### src/rtl/skid_pipeline.sv
// Chain of STAGES full-throughput skid slices between valid/ready ports, with flush and occupancy.
// Optional SKID_PIPELINE_STALL_CNT_EN adds a saturating downstream stall counter (stall_cnt).
module skid_pipeline #(
    parameter int WIDTH  = 8,
    parameter int STAGES = 2,
    parameter int OCC_W  = $clog2(2*STAGES+1)
) (
    input  logic             clk,
    input  logic             rst,
    input  logic             flush,
    input  logic             in_valid,
    output logic             in_ready,
    input  logic [WIDTH-1:0] in_data,
    output logic             out_valid,
    input  logic             out_ready,
    output logic [WIDTH-1:0] out_data,
    output logic [OCC_W-1:0] occupancy
`ifdef SKID_PIPELINE_STALL_CNT_EN
    ,
    output logic [31:0]      stall_cnt
`endif
);

    logic [STAGES-1:0] w_main_v;
    logic [STAGES-1:0] w_skid_v;
    logic [WIDTH-1:0]  w_main_d [STAGES];
    logic              w_in_fire;
    logic              w_out_fire;
    logic [OCC_W-1:0]  r_occ;

    for (genvar k = 0; k < STAGES; k++) begin : g_stage
        logic             r_main_v;
        logic             r_skid_v;
        logic [WIDTH-1:0] r_main_d;
        logic [WIDTH-1:0] r_skid_d;
        logic             w_up_valid;
        logic             w_up_ready;
        logic             w_up_fire;
        logic             w_down_ready;
        logic [WIDTH-1:0] w_up_data;

        if (k == 0) begin : g_first
            assign w_up_valid = in_valid;
            assign w_up_data  = in_data;
            // Only the entry slice sees flush; inner transfers are wiped on the same edge anyway.
            assign w_up_ready = !r_skid_v && !flush;
        end else begin : g_inner
            assign w_up_valid = w_main_v[k-1];
            assign w_up_data  = w_main_d[k-1];
            assign w_up_ready = !r_skid_v;
        end

        if (k == STAGES-1) begin : g_last
            assign w_down_ready = out_ready;
        end else begin : g_link
            assign w_down_ready = !w_skid_v[k+1];
        end

        assign w_up_fire   = w_up_valid && w_up_ready;
        assign w_main_v[k] = r_main_v;
        assign w_skid_v[k] = r_skid_v;
        assign w_main_d[k] = r_main_d;

        always_ff @(posedge clk or posedge rst) begin
            if (rst) begin
                r_main_v <= 1'b0;
                r_skid_v <= 1'b0;
                r_main_d <= '0;
                r_skid_d <= '0;
            end else begin
                if (!r_main_v || w_down_ready) begin
                    if (r_skid_v) begin
                        r_main_v <= 1'b1;
                        r_main_d <= r_skid_d;
                        r_skid_v <= 1'b0;
                    end else begin
                        r_main_v <= w_up_fire;
                        if (w_up_fire) begin
                            r_main_d <= w_up_data;
                        end
                    end
                end else if (w_up_fire) begin
                    r_skid_d <= w_up_data;
                    r_skid_v <= 1'b1;
                end
                if (flush) begin
                    r_main_v <= 1'b0;
                    r_skid_v <= 1'b0;
                end
            end
        end
    end

    assign in_ready   = !w_skid_v[0] && !flush;
    assign out_valid  = w_main_v[STAGES-1];
    assign out_data   = w_main_d[STAGES-1];
    assign w_in_fire  = in_valid && in_ready;
    assign w_out_fire = out_valid && out_ready;

    always_ff @(posedge clk or posedge rst) begin
        if (rst) begin
            r_occ <= '0;
        end else if (flush) begin
            r_occ <= '0;
        end else begin
            r_occ <= r_occ + OCC_W'(w_in_fire) - OCC_W'(w_out_fire);
        end
    end

    assign occupancy = r_occ;

`ifdef SKID_PIPELINE_STALL_CNT_EN
    logic [31:0] r_stall_cnt;

    always_ff @(posedge clk or posedge rst) begin
        if (rst) begin
            r_stall_cnt <= '0;
        end else if (flush) begin
            r_stall_cnt <= '0;
        end else if (out_valid && !out_ready && (r_stall_cnt != 32'hFFFF_FFFF)) begin
            r_stall_cnt <= r_stall_cnt + 32'd1;
        end
    end

    assign stall_cnt = r_stall_cnt;
`endif

endmodule

### config.mk
export PLATFORM = sky130hd
export DESIGN_NAME = skid_pipeline
export DESIGN_NICKNAME = d
export VERILOG_FILES = /design/src/rtl/skid_pipeline.sv
export SDC_FILE = /design/constraint.sdc
export NUM_CORES = 1
export LEC_CHECK = 0
export BUFFER_PORTS_ARGS = -buffer_cell sky130_fd_sc_hd__buf_2
export CORE_MARGIN = 3
export CORE_UTILIZATION = 55
export DETAILED_ROUTE_END_ITERATION = 10
export PLACE_DENSITY_LB_ADDON = 0.2
export SLEW_MARGIN = 20
export SYNTH_ARGS = -nofsm -noshare
export SYNTH_HDL_FRONTEND = slang
export SYNTH_SLANG_ARGS = --single-unit
### constraint.sdc
create_clock -name clk -period 2.2 [get_ports clk]
set_input_delay 0.33 -clock clk [delete_from_list [all_inputs] [get_ports clk]]
set_output_delay 0.33 -clock clk [all_outputs]
set_load 0.005 [all_outputs]
==> impl_results.md, run 1 <==
* First-pass GRT wire length at 5.03 mm
* CTS buffer count at 5
* Post-CTS setup buffers at 0
* Part of the cycle the worst path needs at 84.1%
* Run status: finished clean
* Cell Area, Synth at 1770 um2
* Initial antenna violation count at 0
* # DRC at 0
* Gr ovfl total at 0
* Worst setup EP type: register
* Unrepaired setup endpoints after global routing: false
* Peak VDD IR at 0.457 mV
* Number of diodes at 0
* CTS max path bufs at 2
* Endpoints failing setup at 0
* Ys Warns at 0
* Worst EP arrival at 2.08 ns
* Synth Register Bits at 39
* Via count at 997
* WP data required at 2.43 ns
* Fmax at 541 MHz
* Leakage power at 0.942 nW
* Setup crit start kind: register
* Hold Crit Class: in2async
* Critical path class: reg2reg
* Cell count after synthesis at 119
* Total Nets Final at 164
* Max-cap violations at 0
* Synth unique cells at 21
* Slew margin rel. at 58.7%
* Die extent in y at 62.7 um
* Clk Latency, worst-skew pair at 0.35 ns
* Drt pass-1 iters at 3
* H-Tree Level Count at 2
* Pwr Density at 797 nW/um2
* Syn-to-layout area delta at 12.8%
* Post-synth EDFFs at 0
* Area leader, netlist: dfrtp_1
* Vias in the first global route at 1104
* Final Hold Fails at 0
* Placer Congestion at 0.731
* WL/cell at 14.7 um
* Clock Tree Root: clkbuf_4
* I/O Buffers at 25
* Synth top area share at 55.1%
* Avg Cell Area, Syn at 14.9 um2
* CTS tree: yes
* Die area at 3940 um2
* FF-to-FF End: occupancy[2]$_DFF_PP0_
* Sequential area share after synthesis at 55.1%
* Post-CTS Hold Fix Bufs at 0
* Row cnt at 19
* CTS sink count at 39
* Placed cell count at 183
* CTS clock-pin slew for the worst setup and hold paths at 0.11 ns
* Top_reg_cell synth: dfrtp_1
* Num ports at 26
* Post-Syn Nets at 135
* Reg2reg start: g_stage[0].r_skid_v$_DFFE_PP0P_
* Worst-Margin Slew at 0.619 ns
* Fin. max-slew vios at 0
* Drt total wl at 2.81 mm
* Critical-path maximum fanout at 3
* Die X at 62.7 um
* Post-CTS Resized at 0
* Crit path from: g_stage[0].r_skid_v$_DFFE_PP0P_
* Fin cells at 191
* Initial Util at 61.0%
* Via/cell ratio at 5.22
* Skew final at 0.00833 ns
* Aggregate negative setup slack at 0 ns
* R2R setup slack at 0.35 ns
* Gr usage total at 17.2%
* Async set-reset flop share out of synthesis at 100%
* Share of layout cells above drive strength 1 at 58.4%
* Routed Antenna Nets at 0
* Core box area at 2900 um2
* Worst Reg-to-Reg Cells at 9
* Area contributors post-synth: dfrtp_1 (55%), mux2_2 (31%), ha_1 (1.4%)
* Min cycle time layout at 1.85 ns
* Hpwl dp at 2.04 mm
* Initial DRC Count at 26
* Pin count of the biggest net entering global routing at 40
[per-layer routing]
metal / global-route usage, % / wire length, um / up-vias
met2: 29.6 / 1460 / 20
met1: 18.5 / 1170 / 499
li1: - / - / 471
met5: 0 / 0 / -
met4: 10.7 / 82 / 0
met3: 5.22 / 93 / 7
[cell type report]
class,count,area [um2]
clock buffers,7,65.1
flip-flops and latches,39,976
multi-input cells,72,744
fillers,219,903
clock inverters,1,7.51
inverters,3,11.3
well taps,42,52.6
repair buffers,27,140
[worst max-delay path, stage by stage (launching register included)]
cell,delay (ns)
dfrtp_1,0.43
nor2_4,0.17
nand2_1,0.07
ha_1,0.26
inv_1,0.05
ha_1,0.13
inv_1,0.05
fa_1,0.37
xnor2_1,0.17
nor2_1,0.05
[state kept, by name (all words and copies together), names as in the netlist]
| register | flops |
|---|---|
| g_stage.r_skid_v | 2 |
| g_stage.r_skid_d | 16 |
| out_valid | 1 |
| occupancy | 3 |
| g_stage.r_main_v | 1 |
| out_data | 8 |
| g_stage.r_main_d | 8 |
[kinds of logic after synthesis]
logic type	synth area share (%)
AO/OA/AOI/OAI	1.41
multiplexers	30.5
flip-flops	55.1
buffers and inverters	2.83
AND/OR/NAND/NOR	6.57
adder cells (fa/ha/maj)	2.54
XOR/XNOR	0.990
[cell usage in the layout (no fill, tap or decap), drive strengths merged]
master    count
inv           3
xor2          1
mux2         48
nand4         1
nor3          2
nand2         2
and2          1
a21oi         2
nor2          5
clkinvlp      1
nand2b        1
clkbuf        7
nor2b         2
fa            1
nor3b         1
xnor2         1
ha            2
dfrtp        39
o21a          2
buf          27
[power by group]
part	internal (mW)	leakage, nW	switching [mW]
registers	0.836	0.496	0.0653
logic	0.170	0.408	0.105
clock network	0.187	0.0375	0.229
[worst max-delay path by stage]
| stage | endpoint | cells past startpoint |
|---|---|---|
| finish | occupancy[2]$_DFF_PP0_ | 9 |
| CTS | occupancy[2]$_DFF_PP0_ | 9 |
| detailed placement | occupancy[2]$_DFF_PP0_ | 10 |
| global route | occupancy[2]$_DFF_PP0_ | 9 |
| global placement | occupancy[2]$_DFF_PP0_ | 10 |
| floorplan | occupancy[2]$_DFF_PP0_ | 10 |
[synthesized netlist by cell type (all sizes together), types with 2 or more instances]
cell type	number
buf	5
inv	3
a21oi	2
nor2	5
ha	2
nor3	2
o21a	2
dfrtp	39
mux2	48
nand2	2
nor2b	2
[per-stage QoR]
step	area [um2]	setup WS (ns)	hold slack [ns]	power, mW	util (%)
after detailed placement	1920	0.281	0.467	1.20	66.4
after CTS	2000	0.338	0.0767	1.62	68.9
final	2000	0.351	0.0748	1.59	68.9
after floorplan	1770	0.382	0.474	1.09	-
after global placement	1920	0.348	0.463	1.18	66.4
after global routing	2000	0.250	0.0916	1.70	68.9
Note: power is estimated with default switching activity, not from simulation.
==> run 2: changes to the inputs <==
Settings changed: ABC_AREA set to 1, CORE_UTILIZATION 55 to 56.
Clock period 2.2 ns to 1.8 ns, I/O delays scaled along.
==> impl_results.md, run 2 <==
* Run status: finished, violations left
* Failing checks: negative hold slack
* Leakage power at 1.16 nW (+23%)
* Commonest non-fill, non-tap cell in the layout: nand2_1
* Worst-Margin Slew at 0.561 ns (-0.0587 ns)
* Fin. max-slew vios at 0 (unchanged)
* Fmax at 586 MHz (+8.4%)
* Slew margin rel. at 62.6% (+3.9 points)
* Top_reg_cell synth: dfrtp_1
* Area contributors post-synth: dfrtp_1 (52%), nand2_1 (20%), inv_1 (4.0%)
* Internal at 1.28 mW (+7.2%)
* Core box area at 3100 um2 (+7.0%)
* Synth unique cells at 24 (+14%)
* PnR Total Power at 1.79 mW (+12%)
* Hold Crit Class: in2async
* Area of the multi-input gates at 772 um2 (+3.7%)
* Min cycle time layout at 1.71 ns (-0.144 ns)
* Initial DRC Count at 46 (+77%)
* Die extent in y at 63.6 um (+1.4%)
* Post-synthesis mux area share at 0% (-31 points)
* Pin count of the biggest net entering global routing at 40 (unchanged)
* Post-CTS Hold Fix Bufs at 0 (unchanged)
* Syn-to-layout area delta at 14.3%
* Die area at 4050 um2 (+2.8%)
* Peak VDD IR at 0.475 mV (+4.0%)
* Placer Congestion at 0.744 (+1.8%)
* Main combinational cell family by area after synthesis: simple AND/OR/NAND/NOR gates
* Num ports at 26 (unchanged)
* Total Nets Final at 273 (+66%)
* CTS tree: yes
* Most frequent cells in the layout: nand2_1 (100), dfrtp_1 (39), buf_2 (25)
* Combinational share of power at 17.2% (about the same)
* Synth top area share at 52.5% (-2.6 points)
* WP data required at 2.06 ns (-0.37 ns)
* Initial antenna violation count at 0 (unchanged)
* Final Hold Fails at 2 (+2)
* CTS sink count at 39 (unchanged)
* Number of diodes at 0 (unchanged)
* Hpwl dp at 2.24 mm (+10%)
* Critical-path maximum fanout at 3 (unchanged)
* Worst setup EP type: register
* First-pass GRT wire length at 5.66 mm (+12%)
* Setup crit start kind: register
* Simple-Gate Fraction of Synth Area at 27.8% (+21 points)
* Post-Syn Nets at 240 (+78%)
* Die X at 63.6 um (+1.4%)
* Final Worst Setup Slack at 0.0946 ns (-0.256 ns)
* Most frequent cell after synthesis: nand2_1
* Drt pass-1 iters at 4 (+1)
* Largest register FFs at 16 (unchanged)
* Compound-Gate Fraction of Synth Area at 9.76% (+8.3 points)
* CTS buffer count at 5 (unchanged)
* Via/cell ratio at 4.77 (-8.5%)
* Worst EP arrival at 1.96 ns (-0.12 ns)
* Gr ovfl total at 0 (unchanged)
* Area leader, netlist: dfrtp_1
* Row cnt at 20 (+1)
* Routed Antenna Nets at 0 (unchanged)
* Sequential area share after synthesis at 52.5% (-2.6 points)
* Post-synth EDFFs at 0 (unchanged)
* Cell count after synthesis at 224 (+88%)
* H-Tree Level Count at 2 (unchanged)
* CTS clock-pin slew for the worst setup and hold paths at 0.11 ns (about the same)
* Aggregate negative setup slack at 0 ns (unchanged)
* XOR/XNOR Fraction of Synth Area at 0% (-0.99 points)
* Clock Tree Root: clkbuf_4
* Pwr Density at 841 nW/um2 (+5.5%)
* Ys Warns at 0 (unchanged)
* Pre-CTS worst setup slack at 0.0287 ns (-0.252 ns)
* Avg Cell Area, Syn at 8.30 um2 (-44%)
* Skew final at 0.0104 ns (+0.00210 ns)
* Vias in the first global route at 1270 (+15%)
* Switching power share of the total at 28.4% (+3.4 points)
* Endpoints failing setup at 0 (unchanged)
* Placed Area at 2030 um2 (+5.5%)
* # DRC at 0 (unchanged)
* Critical path class: reg2reg
* Final instance area at 2120 um2 (+6.4%)
* Max-cap violations at 0 (unchanged)
* Final core utilization at 68.5% (-0.38 points)
* Clk Latency, worst-skew pair at 0.35 ns (about the same)
* CTS max path bufs at 2 (unchanged)
* Part of the cycle the worst path needs at 94.7% (+11 points)
* Placed cell count at 292 (+60%)
* Biggest register: g_stage.r_skid_d
* Hold slack at -0.00175 ns (-0.0765 ns)
* Gr usage total at 18.1% (+0.89 points)
* Clk pwr share at 23.9% (-2.2 points)
* Via count at 1442 (+45%)
* Synth Register Bits at 39 (unchanged)
* WL/cell at 10.4 um (-29%)
* NetSw at 0.508 mW (+27%)
* Synth top cells by count: nand2_1 (101), dfrtp_1 (39), inv_1 (20)
* Share of layout cells above drive strength 1 at 23.3% (-35 points)
* Flop pwr share at 58.8% (+2.2 points)
* Fillcell total at 302 (+38%)
* Synth Area in Adders at 2.42% (-0.12 points)
* Drt total wl at 3.14 mm (+12%)
* I/O Buffers at 25 (unchanged)
* Sequential Area at 976 um2 (unchanged)
* Async set-reset flop share out of synthesis at 100% (unchanged)
* Fin cells at 302 (+58%)
* Cell Area, Synth at 1860 um2 (+5.0%)
* Initial Util at 59.9% (-1.1 points)
==> run 2: cell count changes after synthesis, sizes merged, moves of 2 or more <==
cell   change
nor2       +4
o21ai     +24
nand2    +102
o21a       -2
nor2b      -2
buf        +3
inv       +18
nand3      +9
mux2      -48
==> run 2: cells by family (layout without fill, tap and decap cells) <==
kind of cell | count (synthesis) | count (layout)
buffers and inverters | 29 | 63
adders and majority gates | 3 | 3
DFF | 39 | 39
AOI/OAI and AO/OA | 29 | 29
and+or+nand+nor | 124 | 124
==> run 2: final timing paths <==
path / to / slack [ns] / startpoint / cells after the start
max: occupancy[1]$_DFF_PP0_ / 0.09 / g_stage[0].r_skid_v$_DFFE_PP0P_ / 8
max reg2reg: occupancy[1]$_DFF_PP0_ / 0.09 / g_stage[0].r_skid_v$_DFFE_PP0P_ / 8
min in group clk: g_stage[0].r_skid_d[1]$_DFFE_PP0P_ / 0.13 / in_data[1] / 3
min: g_stage[1].r_skid_v$_DFFE_PP0P_ / -0.002 / rst / 3
min reg2reg: g_stage[0].r_main_d[2]$_DFFE_PP0P_ / 0.48 / g_stage[0].r_main_d[2]$_DFFE_PP0P_ / 2
max in group asynchronous: occupancy[0]$_DFF_PP0_ / 1.45 / rst / 3
==> run 2: critical path, cell delays in order, from the launching register on <==
cell,delay [ns]
dfrtp_1,0.42
nor2_4,0.11
nand2_2,0.08
ha_4,0.21
inv_1,0.05
ha_2,0.16
inv_2,0.04
fa_2,0.51
nor2_1,0.04
==> run 2: layout make-up <==
class,instances,area share (%)
well taps,44,2.59
clock buffers,7,2.12
repair buffers,34,9.07
inverters,21,3.71
flip-flops and latches,39,45.9
clock inverters,1,0.236
multi-input cells,156,36.3
==> run 2: routing by layer <==
layer	wire [um]	track usage [%]	vias up
li1	-	-	763
met1	1440	22.8	646
met2	1500	27.6	27
met3	151	5.35	6
met4	55	10.5	0
met5	0	0	-
==> run 2: power by group through the flow <==
| stage | clock [mW] | combinational, mW | sequential (mW) |
|---|---|---|---|
| after floorplan | 0 | 0.195 | 1.07 |
| after global placement | 0 | 0.292 | 1.06 |
| after detailed placement | 0 | 0.300 | 1.07 |
| after CTS | 0.446 | 0.300 | 1.05 |
| after global routing | 0.488 | 0.361 | 1.07 |
| final | 0.427 | 0.308 | 1.05 |
==> run 2: repair_timing <==
| action | CTS | global route |
|---|---|---|
| resized for setup | 0 | 7 |
| endpoints found under the setup margin | 0 | 2 |
| buffers inserted | 0 | 2 |
==> run 3: changes to the inputs <==
Settings changed: REMOVE_ABC_BUFFERS set to 1.
==> impl_results.md, run 3 (same netlist as run 2, synthesis figures left out) <==
* Run status: finished clean
* CTS max path bufs at 2 (unchanged)
* Vias in the first global route at 1399 (+10%)
* WP data required at 2.05 ns (about the same)
* R2R setup slack at 0.08 ns (about the same)
* Via count at 1474 (+2.2%)
* Core box area at 3100 um2 (unchanged)
* Gr usage total at 18.7% (+0.57 points)
* Unrepaired setup endpoints after global routing: false
* Max-cap violations at 0 (unchanged)
* Skew final at 0.00841 ns (-0.00201 ns)
* Global route hottest layer: met2
* Final Hold Fails at 0 (-2)
* Drt pass-1 iters at 4 (unchanged)
* CTS sink count at 39 (unchanged)
* Number of diodes at 0 (unchanged)
* Fmax at 583 MHz (-0.64%)
* Slew margin rel. at 68.3% (+5.7 points)
* Fin. max-slew vios at 0 (unchanged)
* Row cnt at 20 (unchanged)
* Clock Tree Root: clkbuf_4
* Placer Congestion at 0.755 (+1.5%)
* # DRC at 0 (unchanged)
* Worst-Margin Slew at 0.475 ns (-0.0852 ns)
* Hpwl dp at 2.37 mm (+5.8%)
* Crit path from: g_stage[0].r_skid_v$_DFFE_PP0P_
* Critical-path maximum fanout at 3 (unchanged)
* Fin cells at 302 (unchanged)
* H-Tree Level Count at 2 (unchanged)
* WL/cell at 10.6 um (+1.4%)
* Biggest register: g_stage.r_skid_d
* Part of the cycle the worst path needs at 95.4% (+0.61 points)
* Hold Crit Class: in2async
* Via/cell ratio at 4.88 (+2.2%)
* Largest register FFs at 16 (unchanged)
* Drt total wl at 3.19 mm (+1.4%)
* Setup crit start kind: register
* Die area at 4050 um2 (unchanged)
* Endpoints failing setup at 0 (unchanged)
* Final Worst Setup Slack at 0.0836 ns (-0.0110 ns)
* Placed cell count at 293 (+0.34%)
* Leakage power at 1.16 nW (-0.15%)
* Most frequent cells in the layout: nand2_1 (100), dfrtp_1 (39), buf_2 (25)
* First-pass GRT wire length at 5.88 mm (+3.9%)
* Initial DRC Count at 50 (+8.7%)
* Reg2reg start: g_stage[0].r_skid_v$_DFFE_PP0P_
* Met1 Usage GRT at 22.0% (-0.81 points)
* Initial Util at 59.9% (unchanged)
* Commonest non-fill, non-tap cell in the layout: nand2_1
* Syn-to-layout area delta at 14.7%
* CP Capture Point: occupancy[1]$_DFF_PP0_
* Aggregate negative setup slack at 0 ns (unchanged)
* Gr ovfl total at 0 (unchanged)
* Pin count of the biggest net entering global routing at 40 (unchanged)
* CTS clock-pin slew for the worst setup and hold paths at 0.11 ns (about the same)
* Global Route met3 Usage at 4.28% (-1.1 points)
* Total Nets Final at 273 (unchanged)
* CTS tree: yes
* Pwr Density at 848 nW/um2 (+0.82%)
* CTS buffer count at 5 (unchanged)
* Pre-CTS worst setup slack at 0.0130 ns (-0.0157 ns)
* Die extent in y at 63.6 um (unchanged)
* FF-to-FF End: occupancy[1]$_DFF_PP0_
* Routed Antenna Nets at 0 (unchanged)
* Hold slack at 0.00122 ns (+0.00297 ns)
* Worst setup EP type: register
* Grt met2 use at 31.3% (+3.7 points)
* Share of layout cells above drive strength 1 at 24.0% (+0.78 points)
* Peak VDD IR at 0.562 mV (+18%)
* Critical path class: reg2reg
* Min cycle time layout at 1.72 ns (+0.0110 ns)
* Die X at 63.6 um (unchanged)
* Initial antenna violation count at 0 (unchanged)
* Clk Latency, worst-skew pair at 0.36 ns (about the same)
* I/O Buffers at 25 (unchanged)
* Worst Reg-to-Reg Cells at 8 (unchanged)
* Num ports at 26 (unchanged)
* Worst EP arrival at 1.97 ns (about the same)
-- run 3: changes by cell type in the layout (fill, tap and decap cells not counted), sizes merged --
cell and delta:
clkbuf -2, clkinvlp +2
-- run 3: layout make-up --
class                      count  area, um2
multi-input combinational    156        772
inverter                      21       78.8
tap                           44       55.1
clock inverter                 3       20.0
fill                         284        971
clock buffer                   5       37.5
sequential                    39        976
timing repair buffer          34        193
-- run 3: metal layers --
layer / part of all wire [%] / vias up
li1: - / 765
met1: 46 / 672
met2: 48 / 28
met3: 3.7 / 9
met4: 2.4 / 0
met5: 0 / -
-- run 3: critical path: stages (launching register included) --
cell     delay [ns]
dfrtp_1        0.42
nor2_4         0.11
nand2_2        0.09
ha_4           0.21
inv_1          0.05
ha_2           0.16
inv_2          0.04
fa_2           0.52
nor2_1         0.04
-- run 3: stage by stage --
step	area, um2	util [%]	power (mW)
6_report	2130	68.7	1.81
3_5_place_dp	2040	65.7	1.37
5_1_grt	2130	68.7	1.93
4_1_cts	2100	67.7	1.82
3_3_place_gp	2040	65.7	1.36
2_1_floorplan	1800	-	1.25
-- run 3: worst min path at each step --
stage	from	end	slack [ns]	cells past startpoint
after global placement	rst	out_valid$_DFFE_PP0N_	0.41	3
after detailed placement	rst	out_data[6]$_DFFE_PP0P_	0.41	3
after floorplan	flush	out_valid$_DFFE_PP0N_	0.33	1
after global routing	rst	g_stage[1].r_skid_d[2]$_DFFE_PP0P_	0.04	3
final	rst	out_data[6]$_DFFE_PP0P_	0.001	3
after CTS	rst	g_stage[0].r_main_d[5]$_DFFE_PP0P_	0.01	3
-- run 3: power breakdown --
part           total [mW]  internal [mW]  switching [mW]  leakage, nW
clock network       0.446          0.149           0.297       0.0272
registers            1.05          0.992          0.0611        0.508
logic               0.309          0.134           0.174        0.626
total                1.81           1.28           0.532         1.16
-- run 3: what timing repair did --
item | in CTS | in global routing
buffers inserted | 0 | 1
gates resized for setup | 2 | 5
setup endpoints to repair | 1 | 2
pin swaps | 0 | 5
hold endpoints to repair | 0 | 0
hold buffers | 0 | 0
